## src/rtl/bus_rr_sched.sv

```systemverilog
// bus_rr_sched: 4-to-1 shared-bus scheduler and mux.
// Master 0 has absolute priority at grant time. Masters 1-3 are served round-robin,
// and each grant is limited to a quantum. A ready watchdog aborts hung transfers.
// Optional per-master transfer counters: define BUS_RR_SCHED_STATS_EN.
module bus_rr_sched #(
  parameter int unsigned QUANTUM  = 16,
  parameter int unsigned TIMEOUT  = 255,
  parameter logic [31:0] ERR_DATA = 32'hDEADBEEF
) (
  input  logic         clk,
  input  logic         rst,
  input  logic [3:0]   req,
  output logic [3:0]   gnt,
  output logic         hrd0,
  input  logic [127:0] m_a,
  input  logic [127:0] m_d,
  input  logic [3:0]   m_we,
  input  logic [3:0]   m_rd,
  output logic [31:0]  m_spo,
  output logic [3:0]   m_ready,
  output logic [31:0]  a,
  output logic [31:0]  d,
  output logic         we,
  output logic         rd,
  input  logic [31:0]  spo,
  input  logic         ready,
  output logic         err,
  output logic [1:0]   err_id
`ifdef BUS_RR_SCHED_STATS_EN
  ,
  input  logic [1:0]   stat_sel,
  output logic [31:0]  stat_cnt
`endif
);

  localparam int unsigned QW = $clog2(QUANTUM + 1);
  localparam int unsigned WW = (TIMEOUT > 2) ? $clog2(TIMEOUT) : 1;

  typedef enum logic {S_IDLE, S_GRANT} state_t;

  state_t          r_state;
  logic [3:0]      r_gnt;
  logic [1:0]      r_id;
  logic [1:0]      r_rr;
  logic [QW-1:0]   r_qcnt;
  logic [WW-1:0]   r_wcnt;
  logic [1:0]      r_err_id;

  logic            w_pick_vld;
  logic [1:0]      w_pick_id;
  logic            w_gnt_any;
  logic            w_we;
  logic            w_rd;
  logic            w_xfer;
  logic            w_done;
  logic            w_wd_hit;
  logic            w_bound;
  logic            w_force;
  logic            w_release;

  // Round-robin successor among minor masters, wrapping 3 -> 1
  function automatic logic [1:0] rr_next(input logic [1:0] x);
    return (x == 2'd3) ? 2'd1 : 2'(x + 2'd1);
  endfunction

  // Arbitration: master 0 first, else first minor at or after the rr pointer
  always_comb begin
    logic [1:0] c;
    w_pick_vld = 1'b0;
    w_pick_id  = 2'd0;
    c          = r_rr;
    if (req[0]) begin
      w_pick_vld = 1'b1;
    end else begin
      for (int k = 0; k < 3; k++) begin
        if (!w_pick_vld && req[c]) begin
          w_pick_vld = 1'b1;
          w_pick_id  = c;
        end
        c = rr_next(c);
      end
    end
  end

  // Transfer tracking, watchdog hit and release decision for the current grant
  always_comb begin
    w_gnt_any = |r_gnt;
    w_we      = w_gnt_any & m_we[r_id];
    w_rd      = w_gnt_any & m_rd[r_id];
    w_xfer    = w_we | w_rd;
    w_done    = w_xfer & ready;
    w_wd_hit  = w_xfer & ~ready & (r_wcnt == WW'(TIMEOUT - 1));
    w_bound   = ~w_xfer | w_done | w_wd_hit;
    w_force   = (r_id != 2'd0) & (r_qcnt >= QW'(QUANTUM)) & (|(req & ~r_gnt)) & w_bound;
    w_release = ~req[r_id] | w_force;
  end

  // Bus mux driven from the registered grant; watchdog overrides strobes and data
  always_comb begin
    gnt     = r_gnt;
    a       = w_gnt_any ? m_a[{r_id, 5'd0} +: 32] : 32'd0;
    d       = w_gnt_any ? m_d[{r_id, 5'd0} +: 32] : 32'd0;
    we      = w_we & ~w_wd_hit;
    rd      = w_rd & ~w_wd_hit;
    m_ready = (w_done | w_wd_hit) ? r_gnt : 4'd0;
    m_spo   = w_wd_hit ? ERR_DATA : (w_gnt_any ? spo : 32'd0);
    err     = w_wd_hit;
    err_id  = w_wd_hit ? r_id : r_err_id;
    // rst gating keeps the herald low while reset is held with requests pending
    hrd0    = rst & (r_state == S_IDLE) & ~req[0] & (|req[3:1]);
  end

  // Scheduler FSM with grant, round-robin pointer, quantum and watchdog counters
  always_ff @(posedge clk or negedge rst) begin
    if (!rst) begin
      r_state  <= S_IDLE;
      r_gnt    <= 4'd0;
      r_id     <= 2'd0;
      r_rr     <= 2'd1;
      r_qcnt   <= '0;
      r_wcnt   <= '0;
      r_err_id <= 2'd0;
    end else begin
      if (w_wd_hit) r_err_id <= r_id;
      case (r_state)
        S_IDLE: begin
          if (w_pick_vld) begin
            r_state <= S_GRANT;
            r_gnt   <= 4'(4'd1 << w_pick_id);
            r_id    <= w_pick_id;
            r_qcnt  <= QW'(1);
            r_wcnt  <= '0;
          end
        end
        S_GRANT: begin
          if (w_release) begin
            r_state <= S_IDLE;
            r_gnt   <= 4'd0;
            r_qcnt  <= '0;
            r_wcnt  <= '0;
            if (r_id != 2'd0) r_rr <= rr_next(r_id);
          end else begin
            if (r_qcnt < QW'(QUANTUM)) r_qcnt <= QW'(r_qcnt + QW'(1));
            if (w_done || w_wd_hit)   r_wcnt <= '0;
            else if (w_xfer)          r_wcnt <= WW'(r_wcnt + WW'(1));
          end
        end
        default: begin
          r_state <= S_IDLE;
          r_gnt   <= 4'd0;
        end
      endcase
    end
  end

`ifdef BUS_RR_SCHED_STATS_EN
  logic [31:0] r_stat [4];

  // Saturating count of completed transfers (aborts included) per master
  always_ff @(posedge clk or negedge rst) begin
    if (!rst) begin
      for (int i = 0; i < 4; i++) r_stat[i] <= 32'd0;
    end else begin
      for (int i = 0; i < 4; i++) begin
        if (m_ready[i] && (r_stat[i] != 32'hFFFF_FFFF)) r_stat[i] <= r_stat[i] + 32'd1;
      end
    end
  end

  assign stat_cnt = r_stat[stat_sel];
`else
  // No statistics counters in this build.
`endif

endmodule

```

## config.mk

```make
export PLATFORM = sky130hd
export DESIGN_NAME = bus_rr_sched
export DESIGN_NICKNAME = d
export VERILOG_FILES = /design/src/rtl/bus_rr_sched.sv
export SDC_FILE = /design/constraint.sdc
export NUM_CORES = 1
export LEC_CHECK = 0
export CAP_MARGIN = 20
export CORE_AREA = 5 5 159 161
export CTS_CLUSTER_SIZE = 24
export DETAILED_ROUTE_END_ITERATION = 8
export DIE_AREA = 0 0 164 166
export HOLD_SLACK_MARGIN = 0.1
export PLACE_DENSITY = 0.57
export REMOVE_ABC_BUFFERS = 1
export SYNTH_ARGS = -nofsm -noshare
export SYNTH_HDL_FRONTEND = slang
export SYNTH_SLANG_ARGS = --single-unit
export TNS_END_PERCENT = 20
```

## constraint.sdc

```tcl
create_clock -name clk -period 6.35 [get_ports clk]
set_input_delay 1.27 -clock clk [delete_from_list [all_inputs] [get_ports clk]]
set_output_delay 1.27 -clock clk [all_outputs]
set_load 0.05 [all_outputs]
```

==> results.md <==
- Root buffer cell: clkbuf_16
- GPL Wtd Cong: 0.879
- Setup ws final: 792 ps
- Initial core utilization: 16.3%
- # fillers: 2,441
- CTS sink cnt: 24
- IO Port Bufs: 412
- Yosys top cell area share: 40.7%
- Core Rows: 57
- Hold path startpoint: r_err_id[1]
- Post-CTS setup buffers: 0
- Final period util: 87.5%
- Int Pwr: 1760 µW
- Chip width: 164 µm
- Inst Count DP: 1,098
- CTS max path bufs: 2
- First-pass GRT wire length: 32.7 mm
- Required time worst endpoint: 5080 ps
- Final Net Count: 1,089
- Max-cap violations: 0
- Mapped Cells: 387
- Crit path kind: primary input to primary output
- CP arrival: 4290 ps
- Share of cells above drive strength 1: 12.3%
- Seq/Total Area, Yosys: 15.5%
- Largest net degree at the start of global routing: 98
- Comb pwr share: 90.3%
- Final setup viols: 0
- Post-DRT Antenna Nets: 0
- Crit end category: primary output
- Asr flop ratio synth: 100%
- Worst slew pin tran: 983 ps
- Via density: 4.31
- Non-filler cells, final: 1,106
- Vias in the first global route: 4,932
- Via count: 4,765
- RR Startpoint: r_rr[0]
- Run status: completed
- Flops & latches, synth: 24
- Crit-path max FO: 26
- PwrDens: 518 nW/µm²
- Startpoint types: primary input
- Yosys warning count: 0
- Post-synth EDFFs: 0
- Max Slew Vio Count: 0
- Final Hold Viols: 0
- Htree depth: 1
- Grt ovf: 0
- Worst r2r path cells: 8
- Utilization after layout: 35.4%
- DRT iter0 DRCs: 303
- Sw frac: 59.5%
- Headroom to the max-slew limit: 34.4%
- Die height: 166 µm
- CTS Buf Count: 3
- CTS tree: yes
- Most instantiated cells after synthesis: 70 x mux4_2, 69 x and2_1, 66 x nand2_1, 23 x dfrtp_1, 22 x clkbuf_1
- Avg Inst Size Synth: 10.0 µm²
- Pre-CTS WS: 791 ps
- Total negative setup slack: 0 ps
- Peak supply drop: 0.000258 V
- Final hold slack: 488 ps
- Reg clk slew, reported paths: 60 ps
- Top FF cell, synth: dfrtp_1
- Hold Crit Endpoint: r_err_id[1]
- Core region area: 23,800 µm²
- HPWL after DPL: 19.6 mm
- Highest clock rate: 180 MHz
- Routed len/inst: 20.8 µm
- Clk pwr share: 3.5%
- Clk Latency, worst-skew pair: 260 ps
- Critical R2R Capture: r_wcnt[5]
- RSZ-0062 raised after global routing: false
- Sw power: 2600 µW
- WHS Path Cells: 2
- Yosys cell types: 51
- DRC violations left: 0
- Ranking of synthesized cells by area: mux4_2 41%, dfrtp_1 15%, and2_1 11%
- Pleak: 0.00311 µW
- Hold crit path type: flop to flop
- Seq pwr share: 6.2%
- Initial antenna violation count: 5
- Count leader, synth: mux4_2
- First-pass DRT Iterations: 5
- Hold_buf cts: 0
- Final Critical Period: 5560 ps
- Die area: 27,200 µm²
- Total GRT Usage: 15.8%
- Area of the mapped netlist: 3870 µm²
- Worst R2R Setup Slack: 3260 ps
- I/O pins: 413
- Clock skew: 4.33 ps
- Largest area contributor in the netlist: mux4_2
- Final Routed Wirelength: 23.0 mm
- Area Growth Syn to Fin: 118%
- # resized after CTS: 0
-- worst max-delay path, cell delays in order --
cell             delay [ps]
clkdlybuf4s50_1         410
mux4_2                  550
o21ai_2                 240
or3_1                   710
nand2_1                 110
o21ai_0                 120
clkdlybuf4s50_1         860
-- logic make-up after synthesis --
| kind of cell | after synthesis | synth area share (%) |
|---|---|---|
| buffers and inverters | 47 | 4.91 |
| muxes | 75 | 42.1 |
| DFF | 24 | 15.5 |
| AOI/OAI and AO/OA | 42 | 8.40 |
| adders and majority gates | 7 | 2.26 |
| and+or+nand+nor | 192 | 26.8 |
-- worst max-delay path by stage --
stage | start | endpoint | depth (start not counted)
after floorplan | r_id[0] | err_id[0] | 4
after global placement | m_rd[2] | err_id[0] | 7
after detailed placement | m_rd[3] | err_id[1] | 7
after CTS | m_rd[2] | err_id[1] | 7
after global routing | m_rd[2] | err_id[0] | 7
final | m_rd[2] | err_id[1] | 7
-- stage by stage --
stage | power [µW] | cell area, µm²
global route | 4580 | 8420
detailed placement | 4240 | 8320
floorplan | 2900 | 3740
finish | 4360 | 8420
CTS | 4410 | 8410
global placement | 4240 | 8320
-- routing by layer --
layer | vias up | track usage, % | share of wire (%)
met5 | - | 0 | 0.087
met4 | 2 | 3.57 | 1.4
met1 | 2303 | 18.6 | 38
met3 | 20 | 3.77 | 8.2
li1 | 2239 | - | -
met2 | 201 | 28.9 | 53
-- sequential cells by signal (all words and copies together), names as in the netlist --
signal,flops
r_rr,2
gnt,4
r_wcnt,8
r_id,2
r_err_id,2
r_qcnt,5
r_state,1
-- power groups by stage --
stage / clock network [µW] / registers [µW] / logic [µW]
finish: 154 / 270 / 3940
global route: 165 / 282 / 4140
floorplan: 0 / 372 / 2530
CTS: 158 / 273 / 3980
global placement: 0 / 275 / 3970
detailed placement: 0 / 276 / 3970
-- layout make-up --
type | count | area [µm²] | area share [%]
timing repair buffer | 418 | 4170 | 49.5
multi-input combinational | 316 | 3080 | 36.6
sequential | 24 | 609 | 7.23
tap | 324 | 405 | 4.81
clock buffer | 4 | 88.8 | 1.05
inverter | 16 | 60.1 | 0.713
antenna | 4 | 10.0 | 0.119
-- cell usage in the layout (no fill, tap or decap), drive strengths merged, types with 2 or more instances in the layout --
| cell type | synthesis | layout |
|---|---|---|
| nor4 | 2 | 2 |
| ha | 7 | 7 |
| and2 | 69 | 69 |
| a211oi | 2 | 2 |
| nor3b | 4 | 4 |
| clkbuf | 22 | 4 |
| o22ai | 6 | 6 |
| a32o | 2 | 2 |
| or4 | 2 | 2 |
| diode | 0 | 4 |
| nand3 | 9 | 9 |
| dfrtp | 23 | 23 |
| nand2b | 4 | 4 |
| a21oi | 10 | 10 |
| nor2 | 7 | 7 |
| mux2 | 2 | 2 |
| mux4 | 70 | 70 |
| nand4 | 2 | 2 |
| and3 | 9 | 9 |
| nor3 | 2 | 2 |
| o21ai | 12 | 12 |
| mux2i | 3 | 3 |
| inv | 16 | 16 |
| nand2 | 66 | 66 |
| or2 | 3 | 3 |
| buf | 9 | 6 |
| clkdlybuf4s50 | 0 | 412 |
| nor2b | 7 | 7 |
| or3 | 2 | 2 |
(Power assumes the default switching activity.)
